<file path="config.mk">
export PLATFORM = sky130hd
export DESIGN_NAME = vram_arbiter
export DESIGN_NICKNAME = d
export VERILOG_FILES = /design/src/rtl/vram_pkg.sv /design/src/rtl/rr_arbiter.sv /design/src/rtl/vram_arbiter.sv
export SDC_FILE = /design/constraint.sdc
export NUM_CORES = 1
export LEC_CHECK = 0
export CAP_MARGIN = 20
export CORE_MARGIN = 2
export CORE_UTILIZATION = 41
export CTS_CLUSTER_SIZE = 25
export DETAILED_ROUTE_END_ITERATION = 6
export GPL_ROUTABILITY_DRIVEN = 0
export GPL_TIMING_DRIVEN = 0
export PLACE_DENSITY_LB_ADDON = 0.25
export SETUP_SLACK_MARGIN = 0.5
export SKIP_LAST_GASP = 1
export SYNTH_ARGS = -nofsm -noshare
export SYNTH_HDL_FRONTEND = slang
export SYNTH_SLANG_ARGS = --single-unit
</file>
<file path="constraint.sdc">
create_clock -name clk -period 1.7 [get_ports clk]
set_input_delay 0.17 -clock clk [delete_from_list [all_inputs] [get_ports clk]]
set_output_delay 0.17 -clock clk [all_outputs]
set_load 0.03 [all_outputs]
</file>
<file path="src/rtl/vram_pkg.sv">
// Shared VRAM geometry and clear-engine state encoding for the low-res RGB path.
package vram_pkg;

    localparam int unsigned VRAM_ADDR_W = 15;
    localparam int unsigned VRAM_DEPTH  = 19200;
    localparam int unsigned PIX_W       = 3;
    localparam int unsigned LOWRES_H    = 160;
    localparam int unsigned LOWRES_V    = 120;

    // Clear engine is either parked or sweeping the frame.
    typedef enum logic [0:0] {
        ST_IDLE  = 1'b0,
        ST_CLEAR = 1'b1
    } clr_state_e;

endpackage

</file>
<file path="src/rtl/rr_arbiter.sv">
// Round-robin arbiter: combinational one-hot grant, pointer advances past each winner.
module rr_arbiter #(
    parameter int unsigned N = 2
) (
    input  logic         clk,
    input  logic         reset,
    input  logic         en,
    input  logic [N-1:0] req,
    output logic [N-1:0] gnt_c
);

    localparam int unsigned PTR_W = (N > 1) ? $clog2(N) : 1;

    logic [PTR_W-1:0] ptr;
    logic [PTR_W-1:0] ptr_nxt;
    int unsigned      sum;
    int unsigned      nxt;
    logic             found;

    // Search from the pointer, wrapping modulo N; first requester found wins.
    always_comb begin
        gnt_c   = '0;
        ptr_nxt = ptr;
        sum     = 0;
        nxt     = 0;
        found   = 1'b0;
        if (en) begin
            for (int unsigned i = 0; i < N; i++) begin
                sum = 32'(ptr) + i;
                if (sum >= N) begin
                    sum = sum - N;
                end
                if (!found && req[PTR_W'(sum)]) begin
                    found              = 1'b1;
                    gnt_c[PTR_W'(sum)] = 1'b1;
                    nxt                = sum + 1;
                    if (nxt >= N) begin
                        nxt = nxt - N;
                    end
                    ptr_nxt = PTR_W'(nxt);
                end
            end
        end
    end

    // Pointer register; only moves on a real grant.
    always_ff @(posedge clk) begin
        if (reset) begin
            ptr <= '0;
        end else begin
            ptr <= ptr_nxt;
        end
    end

endmodule

</file>
<file path="src/rtl/vram_arbiter.sv">
// Single-port VRAM owner: scan-out reads first, then frame clear, then round-robin writers.
module vram_arbiter
    import vram_pkg::*;
#(
    parameter int unsigned ADDR_W = VRAM_ADDR_W,
    parameter int unsigned DATA_W = PIX_W,
    parameter int unsigned DEPTH  = VRAM_DEPTH,
    parameter int unsigned NUM_WR = 2
) (
    input  logic                     clk,
    input  logic                     reset,
    input  logic                     scan_req,
    input  logic [ADDR_W-1:0]        scan_addr,
    output logic [DATA_W-1:0]        scan_data,
    output logic                     scan_valid,
    input  logic [NUM_WR-1:0]        wr_req,
    input  logic [NUM_WR*ADDR_W-1:0] wr_addr,
    input  logic [NUM_WR*DATA_W-1:0] wr_data,
    output logic [NUM_WR-1:0]        wr_gnt,
    input  logic                     clear_start,
    input  logic [DATA_W-1:0]        clear_data,
    output logic                     clear_busy,
    output logic                     mem_en,
    output logic                     mem_we,
    output logic [ADDR_W-1:0]        mem_addr,
    output logic [DATA_W-1:0]        mem_wdata,
    input  logic [DATA_W-1:0]        mem_rdata
);

    localparam logic [ADDR_W-1:0] LAST_ADDR = ADDR_W'(DEPTH - 1);

    clr_state_e          state;
    clr_state_e          state_nxt;
    logic [ADDR_W-1:0]   cnt;
    logic [ADDR_W-1:0]   cnt_nxt;
    logic [DATA_W-1:0]   color;
    logic [DATA_W-1:0]   color_nxt;

    logic                mem_en_nxt;
    logic                mem_we_nxt;
    logic [ADDR_W-1:0]   mem_addr_nxt;
    logic [DATA_W-1:0]   mem_wdata_nxt;

    logic                arb_en;
    logic [NUM_WR-1:0]   gnt;
    logic [ADDR_W-1:0]   sel_addr;
    logic [DATA_W-1:0]   sel_data;

    // Writers compete only when scan-out and the clear engine leave the port free;
    // grants are also held off during reset so no writer sees a phantom transfer.
    assign arb_en = !reset && !scan_req && (state == ST_IDLE);

    rr_arbiter #(
        .N (NUM_WR)
    ) u_rr (
        .clk   (clk),
        .reset (reset),
        .en    (arb_en),
        .req   (wr_req),
        .gnt_c (gnt)
    );

    assign wr_gnt = gnt;

    // Pick the granted writer's address/data slice.
    always_comb begin
        sel_addr = '0;
        sel_data = '0;
        for (int unsigned i = 0; i < NUM_WR; i++) begin
            if (gnt[i]) begin
                sel_addr = wr_addr[i*ADDR_W +: ADDR_W];
                sel_data = wr_data[i*DATA_W +: DATA_W];
            end
        end
    end

    // Next-state and next memory command: scan > clear > writers > idle.
    always_comb begin
        state_nxt     = state;
        cnt_nxt       = cnt;
        color_nxt     = color;
        mem_en_nxt    = 1'b0;
        mem_we_nxt    = 1'b0;
        mem_addr_nxt  = '0;
        mem_wdata_nxt = '0;

        if (scan_req) begin
            mem_en_nxt   = 1'b1;
            mem_addr_nxt = scan_addr;
        end else if (state == ST_CLEAR) begin
            mem_en_nxt    = 1'b1;
            mem_we_nxt    = 1'b1;
            mem_addr_nxt  = cnt;
            mem_wdata_nxt = color;
            if (cnt == LAST_ADDR) begin
                state_nxt = ST_IDLE;
                cnt_nxt   = '0;
            end else begin
                cnt_nxt = cnt + ADDR_W'(1);
            end
        end else if (|gnt) begin
            mem_en_nxt    = 1'b1;
            mem_we_nxt    = 1'b1;
            mem_addr_nxt  = sel_addr;
            mem_wdata_nxt = sel_data;
        end

        // A start pulse only counts from IDLE; a running fill is never restarted.
        if ((state == ST_IDLE) && clear_start) begin
            state_nxt = ST_CLEAR;
            cnt_nxt   = '0;
            color_nxt = clear_data;
        end
    end

    // State, clear counter, memory command and read-return strobe registers.
    always_ff @(posedge clk) begin
        if (reset) begin
            state      <= ST_IDLE;
            cnt        <= '0;
            color      <= '0;
            mem_en     <= 1'b0;
            mem_we     <= 1'b0;
            mem_addr   <= '0;
            mem_wdata  <= '0;
            clear_busy <= 1'b0;
            scan_valid <= 1'b0;
        end else begin
            state      <= state_nxt;
            cnt        <= cnt_nxt;
            color      <= color_nxt;
            mem_en     <= mem_en_nxt;
            mem_we     <= mem_we_nxt;
            mem_addr   <= mem_addr_nxt;
            mem_wdata  <= mem_wdata_nxt;
            clear_busy <= (state_nxt == ST_CLEAR);
            scan_valid <= mem_en && !mem_we;
        end
    end

    // VRAM returns read data the cycle after the read command, which is when
    // scan_valid rises; the data is passed straight through and zeroed otherwise.
    assign scan_data = scan_valid ? mem_rdata : '0;

endmodule

</file>
==> results of run 1 <==
[cell usage in the layout, fill, tap and decap left out, types with 8 or more instances in the layout]
master	Yosys	final
buf_4	1	13
a21oi_1	13	12
buf_2	10	8
nor2_2	0	9
nand3b_1	11	11
dlygate4sd2_1	0	11
buf_6	1	17
nor2_1	28	18
clkdlybuf4s15_1	0	9
nand4_1	8	8
a221o_1	10	10
dfxtp_1	41	33
nand2_1	29	28
clkdlybuf4s50_1	0	58
[through the flow]
step | hold slack, ps | power [mW] | setup TNS (ps) | setup slack [ps] | util [%]
finish | 309 | 2.13 | 0 | 179 | 75.7
global route | 324 | 2.21 | 0 | 137 | 75.7
CTS | 297 | 2.10 | 0 | 240 | 71.2
detailed placement | 415 | 1.48 | -824 | -336 | 66.2
global placement | 410 | 1.47 | -641 | -325 | 66.2
floorplan | 306 | 1.24 | 0 | 366 | -
[worst max-delay path: stages (launching register included)]
cell	delay, ps
dfxtp_2	370
nand2_2	60
and3_4	180
buf_6	120
buf_8	120
buf_6	120
a221oi_1	330
nor2_1	90
[synthesized netlist by cell type, types with 3 or more instances]
cell / instances
dfxtp_1: 41
nand2_1: 29
nor2_1: 28
a21oi_1: 13
nand3b_1: 11
a221o_1: 10
buf_2: 10
nand4_1: 8
nor3_1: 7
xnor2_1: 7
xor2_1: 6
clkbuf_1: 5
a221oi_1: 4
a222oi_1: 4
and2_1: 4
nor4_1: 4
o21ai_0: 4
inv_1: 3
mux2i_1: 3
nand3_1: 3
[state kept, by name, summed over array words and instances (netlist names)]
signal and cells:
cnt 15, color 3, mem_addr 15, mem_en 1
mem_wdata 3, mem_we 1, scan_valid 1, state 1
u_rr.ptr 1
[power groups by stage]
stage	combinational, mW	sequential (mW)	clock [mW]
global placement	0.437	1.04	0
detailed placement	0.442	1.04	0
global route	0.526	1.02	0.669
floorplan	0.136	1.10	0
CTS	0.452	1.01	0.631
finish	0.496	1.01	0.625
[cells by family (layout without fill, tap and decap cells)]
logic type	Yosys count	in the layout	share of synthesized area, %
XOR/XNOR	13	13	5.93
multiplexers	3	3	1.56
buffers and inverters	22	140	5.60
AO/OA/AOI/OAI	38	38	14.5
AND/OR/NAND/NOR	109	109	29.1
adder cells (fa/ha/maj)	1	1	0.651
flip-flops	41	41	42.7
[path summary, 6_finish.rpt]
path | startpoint | end | slack (ps) | cells past startpoint
worst min-delay path | reset | mem_addr[5]$_SDFF_PP0_ | 310 | 3
worst max register to register | u_rr.ptr$_SDFFE_PP0P_ | mem_addr[0]$_SDFF_PP0_ | 180 | 7
worst max-delay path | u_rr.ptr$_SDFFE_PP0P_ | mem_addr[0]$_SDFF_PP0_ | 180 | 7
worst min register to register | mem_we$_SDFF_PP0_ | scan_valid$_SDFF_PP0_ | 420 | 1
[final cells by class]
class,count,area share (%)
buffer,19,4.46
clock buffer,6,2.16
clock inverter,2,0.298
inverter,3,0.335
multi-input combinational,164,35.0
sequential,41,24.9
tap,52,1.93
timing repair buffer,110,30.9
[routing by layer]
metal | global-route usage (%) | vias to the layer above | part of all wire [%]
met5 | 0 | - | 0
met4 | 10.1 | 0 | 2.2
met3 | 5.42 | 15 | 6.8
met2 | 40.6 | 92 | 49
met1 | 29.0 | 1027 | 42
li1 | - | 1044 | -
[timing repair]
action,4_1_cts,5_1_grt
endpoints found under the setup margin,61,52
gates resized for setup,80,49
setup buffers,13,8
pin swaps,8,14
cloned,1,1
==> out/qor.txt, run 1 <==
cell row count: 24
CP Data Required Time: 1870 ps
Clock Skew: 10.5 ps
critical path fanouts, max: 4
Post-DRT Antenna Nets: 0
vias in the first global route: 2,130
share of flip-flops with an asynchronous set or reset: 0%
Final Cycle Share: 89.5%
multi-input logic area: 0.00118 sq mm
PD cells: 635 mW/mm^2
Starting Density: 43.2%
worst skew pair latency: 300 ps
DR iter-0 viols: 154
final hold viol count: 0
CTS clk-pin slew, worst paths: 80 ps
Die Wd: 72.4 microns
RSZ-0062 raised after global routing: yes
register area: 838 sq um
drt drc: 0
syn nets: 291
Peak VDD IR: 0.000454 V
Final setup viols: 0
CTS Sinks: 41
area leader, netlist: dfxtp_1
startpoint types: register
Slew @ Worst Pin: 497 ps
Data arrival, critical path: 1700 ps
first-pass GRT wire length: 9720 microns
DR pass1 iterations: 5
CTS tree: yes
cell count after placement: 366
Logic pwr share: 23.2%
WS Path Type: register to register
post-synthesis sequential area ratio: 42.7%
min Tclk post-route: 1520 ps
# nets final: 408
share of post-route cells with drive strength above 1: 27.2%
CTS Hold Bufs: 0
EDFF count, synth: 0
Die ar.: 0.00525 sq mm
Yosys cell types: 37
design area: 0.00336 sq mm
WL/cell: 16.7 microns
Worst setup EP type: register
sw power: 0.586 mW
grt ovf: 0
# diodes: 0
initial antenna violation count: 0
Syn Std Cell Area: 0.00192 sq mm
Flop pwr share: 47.5%
Final Slew Violations: 0
area delta synth->final: 75.2%
Slew Limit Headroom: 66.9%
leak pwr: 1.30 nW
post-detailed-placement half-perimeter wirelength: 4190 microns
Root Driver: clkbuf_8
GRT Total Usage: 23.9%
outcome: finished clean
Main synth FF type: dfxtp_1
Internal: 1.55 mW
Final Instance Count excl. Fillers: 397
fill count: 313
core area: 0.00444 sq mm
HP Class: input port to register
Synth Instances: 227
via count: 2,178
Clk network pwr share: 29.3%
# H-tree levels: 2
vias per cell: 5.49
IO Count: 90
largest net degree at the start of global routing: 13
final WL: 6650 microns
TritonCTS Buffers: 5
yosys warns: 0
die height: 72.4 microns
clk buf depth: 2
switch share: 27.4%
ranking of synthesized cells by area: dfxtp_1 (43%), nand2_1 (5.7%), nor2_1 (5.5%), a221o_1 (5.2%), nand3b_1 (4.3%)
placed inst area: 0.00294 sq mm
max frequency: 657 MHz
Seq cells post-synth: 41
mean post-synth cell area: 8.46 sq um
Max-Cap Viols: 0
Synth top area share: 42.7%
port buffer count: 87
(Power assumes the default switching activity.)
==> run 2, diff against run 1 <==
--- a/config.mk
+++ b/config.mk
@@ -6,8 +6,10 @@
 export NUM_CORES = 1
 export LEC_CHECK = 0
 export CAP_MARGIN = 20
+export CELL_PAD_IN_SITES_DETAIL_PLACEMENT = 1
+export CELL_PAD_IN_SITES_GLOBAL_PLACEMENT = 1
 export CORE_MARGIN = 2
-export CORE_UTILIZATION = 41
+export CORE_UTILIZATION = 29
 export CTS_CLUSTER_SIZE = 25
 export DETAILED_ROUTE_END_ITERATION = 6
 export GPL_ROUTABILITY_DRIVEN = 0
==> run 2 against run 1 <==
Compared with the run above:
- maximum frequency shrank 3.0%
- flip-flop and latch count is the same
- global-route usage shrank 4.2 points
- largest power group unchanged
- critical endpoint is now wr_gnt[0]
- clock skew fell by 4.2 ps
- largest cell class unchanged
- first-iteration DRC count is 31% lower
==> out/qor.txt, run 2 (same netlist as run 1, synthesis figures left out) <==
worst-path cell with the longest stage delay: dfxtp_4 (was dfxtp_2)
Final Cycle Share: 92.2% (was 89.5%)
grt ovf: 0 (unchanged)
Slew Limit Headroom: 65.6% (was 66.9%)
largest delay contributor family on the critical path: flip-flops (unchanged)
post-detailed-placement half-perimeter wirelength: 4910 microns (was 4190 microns)
Final setup viols: 0 (unchanged)
TritonCTS Buffers: 5 (unchanged)
Buf+Inv Stages, Crit Path: 3 (unchanged)
leak pwr: 1.31 nW (was 1.30 nW)
CTS Hold Bufs: 0 (unchanged)
Final Slew Violations: 0 (unchanged)
CTS tree: yes (unchanged)
Clock Skew: 6.38 ps (was 10.5 ps)
worst setup path start: state$_SDFFE_PP0P_ (was u_rr.ptr$_SDFFE_PP0P_)
Post-Place Worst Slack: -347 ps (was -336 ps)
CP Data Required Time: 1530 ps (was 1870 ps)
initial antenna violation count: 0 (unchanged)
outcome: finished clean (unchanged)
commonest non-fill, non-tap cell in the layout: clkdlybuf4s50_1 (unchanged)
die height: 85.4 microns (was 72.4 microns)
largest net degree at the start of global routing: 13 (unchanged)
DR iter-0 viols: 106 (was 154)
IO Count: 90 (unchanged)
max frequency: 638 MHz (was 657 MHz)
port buffer count: 87 (unchanged)
fin worst setup slack: 132 ps (was 179 ps)
RSZ-0062 raised after global routing: yes (unchanged)
final WL: 7210 microns (was 6650 microns)
Die Wd: 85.4 microns (was 72.4 microns)
CTS clk-pin slew, worst paths: 80 ps (about the same)
WP depth: 5 (was 7)
reg2reg path depth: 8 (was 7)
Worst setup EP type: output port (was register)
# nets final: 404 (was 408)
reg2reg start: u_rr.ptr$_SDFFE_PP0P_ (unchanged)
cell chain of the critical path: nor3_4 > and3_4 > buf_6 > buf_8 > buf_6 (was nand2_2 > and3_4 > buf_6 > buf_8 > buf_6 > a221oi_1 > nor2_1)
vias per cell: 5.09 (was 5.49)
share of post-route cells with drive strength above 1: 25.5% (was 27.2%)
Logic pwr share: 22.5% (was 23.2%)
PD cells: 643 mW/mm^2 (was 635 mW/mm^2)
clk buf depth: 2 (unchanged)
via count: 2,127 (was 2,178)
startpoint types: register (unchanged)
Slew @ Worst Pin: 516 ps (was 497 ps)
most frequent CP cell: buf_6 (unchanged)
Root Driver: clkbuf_8 (unchanged)
Die ar.: 0.00729 sq mm (was 0.00525 sq mm)
sw power: 0.585 mW (was 0.586 mW)
Data arrival, critical path: 1400 ps (was 1700 ps)
DR pass1 iterations: 4 (was 5)
CTS Sinks: 41 (unchanged)
min Tclk post-route: 1570 ps (was 1520 ps)
# H-tree levels: 2 (unchanged)
Overall Power: 2.17 mW (was 2.13 mW)
Clk network pwr share: 30.9% (was 29.3%)
WL/cell: 17.2 microns (was 16.7 microns)
area delta synth->final: 76.2% (was 75.2%)
# diodes: 0 (unchanged)
HP Start: reset (unchanged)
Starting Density: 30.1% (was 43.2%)
worst skew pair latency: 290 ps (was 300 ps)
Post-DRT Antenna Nets: 0 (unchanged)
vias in the first global route: 2,143 (was 2,130)
switch share: 26.9% (was 27.4%)
cell row count: 29 (was 24)
GRT Total Usage: 19.7% (was 23.9%)
drt drc: 0 (unchanged)
Flop pwr share: 46.6% (was 47.5%)
core area: 0.00639 sq mm (was 0.00444 sq mm)
final hold viol count: 0 (unchanged)
post-layout util: 53.0% (was 75.7%)
critical path fanouts, max: 4 (unchanged)
Largest regs: cnt (15), mem_addr (15) (unchanged)
WHS Path Cells: 3 (unchanged)
WS Path Type: register to output port (was register to register)
HP Class: input port to register (unchanged)
Max-Cap Viols: 0 (unchanged)
Peak VDD IR: 0.000300 V (was 0.000454 V)
first-pass GRT wire length: 11,300 microns (was 9720 microns)
commonest non-fill, non-tap cells in the layout: clkdlybuf4s50_1 (58), dfxtp_1 (33), nand2_1 (29) (was clkdlybuf4s50_1 (58), dfxtp_1 (33), nand2_1 (28))
Internal: 1.59 mW (was 1.55 mW)
max incr delay on CP: 370 ps (about the same)
[run 2: final timing paths]
path	to	slack, ps
worst min-delay path	mem_addr[5]$_SDFF_PP0_	340
worst min register to register	scan_valid$_SDFF_PP0_	430
worst max register to register	mem_addr[2]$_SDFF_PP0_	140
worst max-delay path	wr_gnt[0]	130
[run 2: metrics by stage]
| step | hold WS [ps] | TNS (ps) | instance area (sq um) | instances |
|---|---|---|---|---|
| 2_1_floorplan | 306 | 0 | 2010 | 227 |
| 4_1_cts | 354 | 0 | 3300 | 416 |
| 3_5_place_dp | 412 | -1010 | 2980 | 391 |
| 3_3_place_gp | 413 | -785 | 2980 | 391 |
| 5_1_grt | 373 | 0 | 3380 | 418 |
| 6_report | 345 | 0 | 3380 | 418 |
[run 2: worst reg2reg max path, cell delays in order, from the launching register on]
cell and delay (ps):
dfxtp_2 340, nand2b_4 130, and3_4 180, buf_6 120, buf_8 120, buf_12 130
buf_4 130, a221oi_2 220, nor2_1 70
[run 2: power by group through the flow]
stage	sequential [mW]	clock [mW]	combinational [mW]
after floorplan	1.10	0	0.136
after global placement	1.04	0	0.441
after detailed placement	1.04	0	0.448
after CTS	1.01	0.692	0.471
after global routing	1.02	0.732	0.524
final	1.01	0.672	0.488
[run 2: layout make-up]
type                    instances  area (sq um)
inverters                       3          11.3
well taps                      77          96.3
flip-flops and latches         41           838
fillers                       733          3000
multi-input cells             164          1150
repair buffers                106          1060
clock buffers                   8          90.1
plain buffers                  19           138
[run 2: layer usage]
metal / up-vias / global-route usage, % / part of all wire [%]
met3: 10 / 3.50 / 4.3
li1: 1034 / - / -
met4: 0 / 5.05 / 1.5
met2: 55 / 35.2 / 52
met1: 1028 / 24.4 / 42
met5: - / 0 / 0
[run 2: what timing repair did]
item                                    in CTS  in global routing
buffers inserted                            15                  2
resized for setup                           80                 37
endpoints found under the setup margin      66                 53
pin swaps                                   16                  9
gates cloned                                 2                  0
